### config.mk
export PLATFORM = sky130hd
export DESIGN_NAME = dense_readout
export DESIGN_NICKNAME = d
export VERILOG_FILES = /design/src/rtl/dense_pkg.sv /design/src/rtl/lane_unpack.sv /design/src/rtl/dense_readout.sv
export SDC_FILE = /design/constraint.sdc
export NUM_CORES = 1
export LEC_CHECK = 0
export CAP_MARGIN = 10
export CORE_MARGIN = 4
export CORE_UTILIZATION = 55
export CTS_CLUSTER_DIAMETER = 50
export CTS_CLUSTER_SIZE = 24
export DETAILED_ROUTE_END_ITERATION = 8
export PLACE_DENSITY = 0.84
export SYNTH_ARGS = -nofsm -noshare
export SYNTH_HDL_FRONTEND = slang
export SYNTH_SLANG_ARGS = --single-unit
### constraint.sdc
create_clock -name clk -period 6.6 [get_ports clk]
set_input_delay 0.66 -clock clk [delete_from_list [all_inputs] [get_ports clk]]
set_output_delay 0.66 -clock clk [all_outputs]
set_load 0.005 [all_outputs]
### src/rtl/dense_pkg.sv
// Shared definitions for the dense engine and its result readout.
package dense_pkg;

    localparam int unsigned LANES_MAX = 8;  // lanes physically present in a memory word
    localparam int unsigned LANE_W    = 3;  // lane-slice index width
    localparam int unsigned IDX_W     = 7;  // result index / count width

    typedef enum logic [2:0] {
        ST_IDLE   = 3'd0,
        ST_ADDR   = 3'd1,
        ST_WAIT   = 3'd2,
        ST_UNPACK = 3'd3,
        ST_FIN    = 3'd4
    } state_t;

endpackage

### src/rtl/lane_unpack.sv
// Extracts one signed lane from a packed result word; lane 0 occupies the MSBs.
module lane_unpack
    import dense_pkg::*;
#(
    parameter int unsigned SIZE_1 = 11
) (
    input  logic [LANES_MAX*SIZE_1-1:0] packed_word,
    input  logic [LANE_W-1:0]           lane,
    output logic signed [SIZE_1-1:0]    value_c
);

    always_comb begin
        value_c = '0;
        for (int unsigned l = 0; l < LANES_MAX; l++) begin
            if (lane == LANE_W'(l)) begin
                value_c = packed_word[(LANES_MAX-1-l)*SIZE_1 +: SIZE_1];
            end
        end
    end

endmodule

### src/rtl/dense_readout.sv
// Streams packed dense-layer results out of memory one lane at a time and
// tracks the running argmax; STOP flags completion until en is dropped.
module dense_readout
    import dense_pkg::*;
#(
    parameter int unsigned SIZE_1           = 11,
    parameter int unsigned NUM_CONV         = 8,
    parameter int unsigned SIZE_address_pix = 13
) (
    input  logic                          clk,
    input  logic                          rst_n,
    input  logic                          en,
    input  logic [SIZE_address_pix-1:0]   memstartzap,
    input  logic [IDX_W-1:0]              out,
    output logic                          re_p,
    output logic [SIZE_address_pix-1:0]   read_addressp,
    input  logic [LANES_MAX*SIZE_1-1:0]   qp,
    output logic                          o_valid,
    input  logic                          o_ready,
    output logic signed [SIZE_1-1:0]      o_data,
    output logic [IDX_W-1:0]              o_idx,
    output logic [IDX_W-1:0]              class_idx,
    output logic signed [SIZE_1-1:0]      class_val,
    output logic                          STOP
);

    localparam logic [LANE_W-1:0] LAST_LANE = LANE_W'(NUM_CONV - 1);

    state_t                          state, state_d;
    logic [LANE_W-1:0]               lane_q, lane_d;
    logic [LANES_MAX*SIZE_1-1:0]     word_q, word_d;
    logic                            en_armed;
    logic                            re_p_d, o_valid_d, stop_d;
    logic [SIZE_address_pix-1:0]     addr_d;
    logic signed [SIZE_1-1:0]        o_data_d, class_val_d;
    logic [IDX_W-1:0]                o_idx_d, class_idx_d;
    logic [LANES_MAX*SIZE_1-1:0]     src_word_c;
    logic [LANE_W-1:0]               src_lane_c;
    logic signed [SIZE_1-1:0]        lane_value_c;
    logic                            accept_c;

    // In WAIT the fresh memory word supplies lane 0; in UNPACK the held word supplies the next lane.
    assign src_word_c = (state == ST_WAIT) ? qp : word_q;
    assign src_lane_c = (state == ST_WAIT) ? lane_q : LANE_W'(lane_q + 1'b1);
    assign accept_c   = o_valid & o_ready;

    lane_unpack #(
        .SIZE_1 (SIZE_1)
    ) u_lane_unpack (
        .packed_word (src_word_c),
        .lane        (src_lane_c),
        .value_c     (lane_value_c)
    );

    always_ff @(posedge clk or negedge rst_n) begin
        if (!rst_n) begin
            state         <= ST_IDLE;
            lane_q        <= '0;
            word_q        <= '0;
            en_armed      <= 1'b0;
            re_p          <= 1'b0;
            read_addressp <= '0;
            o_valid       <= 1'b0;
            o_data        <= '0;
            o_idx         <= '0;
            class_idx     <= '0;
            class_val     <= '0;
            STOP          <= 1'b0;
        end else begin
            state         <= state_d;
            lane_q        <= lane_d;
            word_q        <= word_d;
            en_armed      <= en_armed | ~en;
            re_p          <= re_p_d;
            read_addressp <= addr_d;
            o_valid       <= o_valid_d;
            o_data        <= o_data_d;
            o_idx         <= o_idx_d;
            class_idx     <= class_idx_d;
            class_val     <= class_val_d;
            STOP          <= stop_d;
        end
    end

    always_comb begin
        state_d     = state;
        lane_d      = lane_q;
        word_d      = word_q;
        re_p_d      = 1'b0;
        addr_d      = read_addressp;
        o_valid_d   = 1'b0;
        o_data_d    = o_data;
        o_idx_d     = o_idx;
        class_idx_d = class_idx;
        class_val_d = class_val;
        stop_d      = 1'b0;

        if (!en) begin
            state_d = ST_IDLE;
        end else begin
            case (state)
                // A run only starts once en has been seen low since reset.
                ST_IDLE: begin
                    if (en_armed) begin
                        class_idx_d = '0;
                        class_val_d = '0;
                        o_idx_d     = '0;
                        lane_d      = '0;
                        if (out == '0) begin
                            state_d = ST_FIN;
                        end else begin
                            state_d = ST_ADDR;
                            re_p_d  = 1'b1;
                            addr_d  = memstartzap;
                        end
                    end
                end
                ST_ADDR: begin
                    state_d = ST_WAIT;
                end
                ST_WAIT: begin
                    state_d   = ST_UNPACK;
                    word_d    = qp;
                    o_valid_d = 1'b1;
                    o_data_d  = lane_value_c;
                end
                ST_UNPACK: begin
                    o_valid_d = 1'b1;
                    if (accept_c) begin
                        if ((o_idx == '0) || (o_data > class_val)) begin
                            class_idx_d = o_idx;
                            class_val_d = o_data;
                        end
                        if (o_idx == IDX_W'(out - IDX_W'(1))) begin
                            state_d   = ST_FIN;
                            o_valid_d = 1'b0;
                        end else begin
                            o_idx_d = IDX_W'(o_idx + IDX_W'(1));
                            if (lane_q == LAST_LANE) begin
                                state_d   = ST_ADDR;
                                o_valid_d = 1'b0;
                                re_p_d    = 1'b1;
                                addr_d    = SIZE_address_pix'(read_addressp + 1'b1);
                                lane_d    = '0;
                            end else begin
                                lane_d   = LANE_W'(lane_q + 1'b1);
                                o_data_d = lane_value_c;
                            end
                        end
                    end
                end
                ST_FIN: begin
                    stop_d = 1'b1;
                end
                default: begin
                    state_d = ST_IDLE;
                end
            endcase
        end
    end

endmodule

* Yosys cells after proc, flatten, opt, wreduce, memory -nomap -nowiden
Cells that the tools add are included.
** Word-level totals
- Bits in registers :: 147
- Bits in latches :: 0
- RAM bits :: 0
- Bits in read-only memories :: 0
- Input bits :: 112
- Output and inout bits :: 52
- Word-level logic and storage cells :: 113
- Memories :: 0
** Cells by class
- Add/sub/neg operators :: 4
- Multiply operators :: 0
- Div/mod/pow operators :: 0
- Order comparisons :: 1
- Equality and inequality tests :: 24
- Shifts and indexed selects :: 0
- Mux-type cells :: 57
- Bitwise logic cells :: 3
- Reductions and logical operators :: 12
** Operators by type and width (count)
- $mux 11 :: 14
- $mux 88 :: 1
- $mux 13 :: 5
- $pmux 11 s2 :: 2
- $mux 7 :: 5
- $mux 3 :: 11
- $pmux 7 s2 :: 2
- $pmux 13 s2 :: 1
- $eq 3x3->1 const B :: 6
- $ne 2x2->1 const B :: 8
- $pmux 3 s5 :: 1
- $reduce_and 5->1 :: 3
- $logic_not 7->1 :: 2
- $add 13x1->13 const B :: 1
- $eq 3x2->1 const B :: 4
- $mux 1 :: 12
- $gt 11x11->1 :: 1
- $add 7x1->7 const B :: 1
- $eq 7x7->1 :: 1
- $reduce_and 7->1 :: 1
- $sub 7x1->7 const B :: 1
- $eq 3x1->1 const B :: 2
- $logic_not 3->1 :: 2
- $ne 3x3->1 const B :: 2
- other kinds (10) :: 12

* Longest topological paths before layout
Gate-level depths: netlist (run 1).
- Depth after elaboration :: 15
- Gate-level depth with buffers :: 10
- Gate-level depth less buffers :: 8

* Cells and area by module
From an unflattened synthesis (run 1), not the netlist that was laid out.
** Unflattened totals
- Cells, all modules :: 734
- Area, all modules :: 8737.1 um^2
** Modules (own cells, without submodules)
- dense_readout :: times used 1, cells an instance 616, area an instance 7604.8 um^2, sequential area each 3678.5 um^2
- lane_unpack :: times used 1, cells an instance 118, area an instance 1132.3 um^2, sequential area each 0.0 um^2

* Worst setup path before layout (run 1)
OpenSTA, ideal clock, no wires.
- Path kind :: input port to flip-flop
- Start :: in out[0]
- End :: reg read_addressp[10]
- Library setup time :: 0.137 ns
- Arrival time :: 2.624 ns
- Required time :: 6.463 ns
- Slack :: 3.839 ns
- Stages :: 9
- Path buffers :: 1
- Cells stage by stage :: inv_1 -> ha_1 -> or3b_2 -> a211oi_1 -> o211ai_1 -> o2111ai_1 -> clkbuf_1 -> a221oi_1 -> a2bb2oi_1
** On the way
- Cells in the longest elaborated chain, start to end :: 4
- Elaborated cells on any way between the ends :: 6
- Those cells by class :: 1 x add/sub; 3 x eq/ne; 2 x reduce/logical
** RTL lines
- from (decl) :: line dense_readout.sv:14 : input logic [IDX_W-1:0] out,
- $sub 7x1->7 :: line dense_readout.sv:134 : if (o_idx == IDX_W'(out - IDX_W'(1))) begin
- $eq 7x7->1 :: line dense_readout.sv:134
- $ne 2x2->1 (no source line)
- $reduce_and 7->1 (no source line) *
- to (signal assigned) :: line dense_readout.sv:75 : read_addressp <= addr_d;
- to (decl) :: line dense_readout.sv:16 : output logic [SIZE_address_pix-1:0] read_addressp,
Mark *: on every way between the ends. The rest lies on a longest branch, timed or not.
A chain may end at the register's enable or synchronous reset.

* Worst setup path after layout (run 1)
- Start :: in out[0]
- End :: reg read_addressp[1]
The elaborated chain is that of the path after synthesis.

==> impl_metrics.yaml, run 1 <==
status:
  status: "complete, no violations"
setup_path:
  r2r_cells: 7
  cp_slowest_cell: "o2111ai_1"
  setup.worst_path.class: "primary input to register"
  start_kind: "primary input"
  cp_top_family: "compound AO/OA/AOI/OAI gates"
  crit_required_ps: 6900
  worstPathCellList: "clkdlybuf4s50_1, inv_1, ha_1, or3b_2, a211oi_1, o211ai_1, o2111ai_1, a21oi_1, mux2_2"
  cp_num_buf_inv: 2
  cp_max_fo: 14
  cp.arrival_ps: 4230
  end_kind: "register"
  r2r-start: "lane_q[0]"
  regToRegEndpoint: "o_data[3]"
  cp_slowest_stage_delay_ps: 820
  r2r_slack_ps: 2670
global_routing:
  antenna_found_initial: 1
  grt_max_degree: 80
  grt_pass1_wl_mm: 38.7
  grt_pass1_vias: 7500
  grt_usage_pct: 26.9
  grt-ovfl-total: 0
routing:
  routed_via_density: 6.48
  num_vias: 7926
  postRouteAntennaNets: 0
  wl_per_cell_um: 20.1
  drc: 0
  drtIter0Drc: 914
  drt_pass1_iterations: 5
  wl_mm: 24.6
synth:
  synth.distinct_cells: 61
  synth.cell_area_sq_um: 8730
  synth_nets: 1007
  synthArstFlopShare_pct: 100
  netlist.area_leader.share_pct: 42.2
  synth.avg_cell_area_sq_um: 9.95
  yosysMostFrequentCell: "dfrtp_1"
  ys.flop_type: "dfrtp_1"
  syn_inst: 877
  synth_edf_count: 0
  synth_area_leaders: "dfrtp_1 (42%), mux2_2 (14%), mux2i_1 (4.1%)"
  synth_common_cells: "dfrtp_1 (147), mux2_2 (107), clkbuf_1 (51), nand2_1 (51), a21oi_1 (50)"
  yosys_warnings: 0
  ys_seq_area_share_pct: 42.2
  ys_ff_latch: 147
  yosys.area.top_type: "dfrtp_1"
timing:
  skew_ps: 11.7
  drv_slew: 0
  fin_crit_ps: 3930
  slew_headroom_pct: 24.6
  fin_setup_tns_ps: 0
  tightest_slew_ps: 1100
  setup_violations: 0
  rsz0062_at_grt: "no"
  max_freq_ghz: 0.254
  timing_hold_violations_final: 0
  period_share_pct: 59.6
finish:
  fin_nets: 1130
  finalInstanceArea_sq_um: 11100
  fill_cells: 1083
  diodes: 0
  area_growth_pct: 26.7
  drive_above_1_share_pct: 16.0
cts:
  clockBufferDepth: 2
  clock_latency_ps: 430
  ctsHoldBuffers: 0
  h-tree-depth: 4
  clockRootBuffer: "clkbuf_16"
  cts.sinks: 147
  numCtsBuffers: 17
  cts-resized-gates: 0
  cts_tree: "done"
  clk_pin_slew_ps: 60
  cts_setup_buffers: 0
floorplan:
  fp.dieW_um: 134
  ioPinCount: 164
  rows: 45
  start_util_pct: 56.8
  die_area_sq_um: 17900
  core_sq_um: 15400
  die_h_um: 134
place:
  place_congestion: 0.941
  port_buffers: 163
  dp_hpwl_mm: 17.3
  placed_area_sq_um: 10400
worst_hold_path:
  hold_class: "primary input to async pin"
power:
  peakVddDrop_uv: 206
  p_leak_nw: 4.30
  powerDensity_nw_per_um2: 302
job:
  drv_cap: 0
-- flip-flops by register name, summed over array words and instances, names as in the netlist --
signal         count
read_addressp     13
class_idx          7
state              3
re_p               1
class_val         11
STOP               1
o_valid            1
lane_q             3
o_data            11
en_armed           1
word_q            88
o_idx              7
-- through the flow --
stage / hold WS [ps] / total power (W) / util, % / std cells / worst slack, ps
CTS: 310 / 0.00334 / 71.9 / 1224 / 2750
global route: 336 / 0.00350 / 71.9 / 1224 / 2330
global placement: 481 / 0.00228 / 67.9 / 1192 / 2370
detailed placement: 489 / 0.00232 / 67.9 / 1192 / 2310
floorplan: 364 / 0.00188 / - / 877 / 3840
finish: 269 / 0.00334 / 71.9 / 1224 / 2670
-- layout make-up --
cell class / instances / area [sq um] / area share, %
flip-flops and latches: 147 / 3680 / 33.3
inverters: 33 / 124 / 1.12
well taps: 211 / 264 / 2.39
multi-input cells: 630 / 4670 / 42.3
repair buffers: 171 / 1690 / 15.3
clock inverters: 11 / 151 / 1.37
clock buffers: 21 / 470 / 4.26
-- power by group --
part / switching [W] / internal, W / leakage [nW]
clock: 0.000394 / 0.000626 / 0.292
combinational: 0.000399 / 0.000557 / 2.21
sequential: 0.000201 / 0.00116 / 1.80
-- layer usage --
metal	vias to the layer above	routed length, um	track usage (%)
met5	-	7	0
met4	2	729	10.2
met3	67	1890	5.21
met2	393	12000	43.9
met1	3919	10000	35.8
li1	3545	-	-
-- cells in the final DEF, fill, tap and decap left out, types with 11 or more instances in the layout --
cell,count
a21oi_1,50
clkdlybuf4s50_1,162
o21ai_0,42
o22ai_1,14
nor2_1,35
inv_1,33
o211ai_1,36
nand2_1,50
nand3_1,42
a22oi_1,22
clkbuf_16,17
dfrtp_1,146
a2111oi_0,13
mux2i_1,36
mux2_2,107
nor4_1,11
or3_1,13
a221oi_1,15
nand2b_1,15
ha_1,18
a2bb2oi_1,13
-- worst max path at each step --
stage,from,endpoint,cells after the start
global route,out[0],read_addressp[1],9
global placement,out[0],read_addressp[1],9
CTS,out[0],read_addressp[1],9
finish,out[0],read_addressp[1],9
floorplan,out[0],read_addressp[10],9
detailed placement,out[0],read_addressp[1],9
-- cell families (layout without fill, tap and decap cells) --
kind of cell    Yosys count  after routing  synth area share (%)
mux                     143            143                  17.9
xor+xnor                  7              7                 0.703
simple gates            212            212                  12.3
buf+inv                 100            236                  4.66
flops                   147            147                  42.2
compound gates          250            250                  19.7
fa+ha+maj                18             18                  2.58
Power figures use the tool's default switching activity.
==> run 2, diff against run 1 <==
--- a/config.mk
+++ b/config.mk
@@ -7,11 +7,11 @@
 export LEC_CHECK = 0
 export CAP_MARGIN = 10
 export CORE_MARGIN = 4
-export CORE_UTILIZATION = 55
+export CORE_UTILIZATION = 48
 export CTS_CLUSTER_DIAMETER = 50
 export CTS_CLUSTER_SIZE = 24
 export DETAILED_ROUTE_END_ITERATION = 8
-export PLACE_DENSITY = 0.84
+export PLACE_DENSITY = 0.77
 export SYNTH_ARGS = -nofsm -noshare
 export SYNTH_HDL_FRONTEND = slang
 export SYNTH_SLANG_ARGS = --single-unit
==> constraint.sdc (replaced) <==
create_clock -name clk -period 3.6 [get_ports clk]
set_input_delay 0.36 -clock clk [delete_from_list [all_inputs] [get_ports clk]]
set_output_delay 0.36 -clock clk [all_outputs]
set_load 0.005 [all_outputs]
==> impl_metrics.yaml, run 2 (synthesis gave the netlist of run 1 again) <==
setup_path:
  cp_slowest_stage_delay_ps: 570
  setup.worst_path.class: "register to register"
  cp_top_family: "buffers and inverters"
  r2r_slack_ps: 360
  crit_top_cell: "buf_4"
  regToRegEndpoint: "o_data[5]"
  cp_max_fo: 54
  end_kind: "register"
  cp_num_buf_inv: 4
  start_kind: "register"
  cp.arrival_ps: 3560
  cp_slowest_cell: "a2111oi_0"
  crit_required_ps: 3910
  r2r-start: "lane_q[0]"
  r2r_cells: 9
  worstPathCellList: "buf_4, inv_1, a31oi_1, buf_4, a22oi_1, a2111oi_0, buf_4, nor4_1, mux2_2"
floorplan:
  die_area_sq_um: 20400
  ioPinCount: 164
  core_sq_um: 17900
  start_util_pct: 48.7
  fp.dieW_um: 143
  die_h_um: 143
  rows: 49
power:
  powerDensity_nw_per_um2: 550
  peakVddDrop_uv: 380
  p_leak_nw: 4.44
  total_power_w: 0.00621
routing:
  drt_pass1_iterations: 5
  drc: 0
  drtIter0Drc: 711
  wl_per_cell_um: 21.0
  wl_mm: 26.6
  num_vias: 7992
  routed_via_density: 6.31
  postRouteAntennaNets: 0
finish:
  drive_above_1_share_pct: 18.1
  area_growth_pct: 29.4
  fin_nets: 1156
  fill_cells: 1477
  top_register: "word_q"
  post-route-util_pct: 63.0
  stdcell_count: 1267
  finalInstanceArea_sq_um: 11300
  mostFrequentLayoutCell: "clkdlybuf4s50_1"
  multi_input_comb_area_sq_um: 4670
  diodes: 0
  seq_area_sq_um: 3680
  layout_common_cells: "clkdlybuf4s50_1 (162), dfrtp_1 (146), mux2_2 (107)"
  largest_register_ffs: 88
  reg_top3: "word_q (88), read_addressp (13)"
place:
  place_congestion: 0.962
  placed_area_sq_um: 10700
  dp_hpwl_mm: 19.0
  port_buffers: 163
  dpl.cell_count: 1236
cts:
  clockBufferDepth: 2
  cts_tree: "done"
  clk_pin_slew_ps: 60
  numCtsBuffers: 17
  ctsHoldBuffers: 0
  cts-resized-gates: 0
  cts_setup_buffers: 0
  clock_latency_ps: 430
  clockRootBuffer: "clkbuf_16"
  h-tree-depth: 4
  cts.sinks: 147
timing:
  rsz0062_at_grt: "no"
  tightest_slew_ps: 943
  slew_headroom_pct: 37.1
  drv_slew: 0
  fin_setup_tns_ps: 0
  skew_ps: 8.44
  fin_crit_ps: 3240
  max_freq_ghz: 0.308
  timing_hold_violations_final: 0
  period_share_pct: 90.1
  setup_violations: 0
status:
  status: "complete, no violations"
global_routing:
  top_usage_layer: "met2"
  grtUsageMet2_pct: 42.8
  grt_usage_pct: 26.1
  grt-ovfl-total: 0
  use_met3_pct: 5.26
  antenna_found_initial: 1
  grt_pass1_wl_mm: 42.0
  globalRouteMet1Util_pct: 33.2
  grt_max_degree: 98
  grt_pass1_vias: 8016
job:
  drv_cap: 0
worst_hold_path:
  hold_class: "primary input to async pin"
## run 2: worst max path at each step
stage                    from                end  slack (ps)  depth (start not counted)
floorplan              out[0]  read_addressp[10]        1140                          9
global placement       out[0]          o_data[2]         500                         10
detailed placement     out[0]          o_data[5]         390                         10
CTS                 lane_q[0]          o_data[5]         450                          9
global route        lane_q[1]          o_data[2]         290                          9
finish              lane_q[0]          o_data[5]         360                          9
## run 2: per-layer routing
layer | wire, um | vias to the layer above
met4 | 1110 | 2
met2 | 13000 | 397
li1 | - | 3598
met3 | 2090 | 85
met1 | 10400 | 3910
met5 | 20 | -
## run 2: area by class of cell
cell class | instances | area share (%)
timing repair buffer | 197 | 16.9
inverter | 33 | 1.10
tap | 229 | 2.54
clock inverter | 14 | 1.66
multi-input combinational | 630 | 41.4
sequential | 147 | 32.6
clock buffer | 17 | 3.77
## run 2: power breakdown
group	internal (W)	total (W)	leakage, nW	switching (W)
logic	0.00106	0.00181	2.35	0.000750
registers	0.00213	0.00251	1.80	0.000381
clock network	0.00115	0.00188	0.291	0.000727
total	0.00435	0.00621	4.44	0.00186
## run 2: per-stage QoR
stage | hold slack [ps] | setup slack, ps
2_1_floorplan | 64.4 | 1140
3_3_place_gp | 482 | 501
3_5_place_dp | 489 | 387
4_1_cts | 69.6 | 449
5_1_grt | 135 | 287
6_report | 37.9 | 357
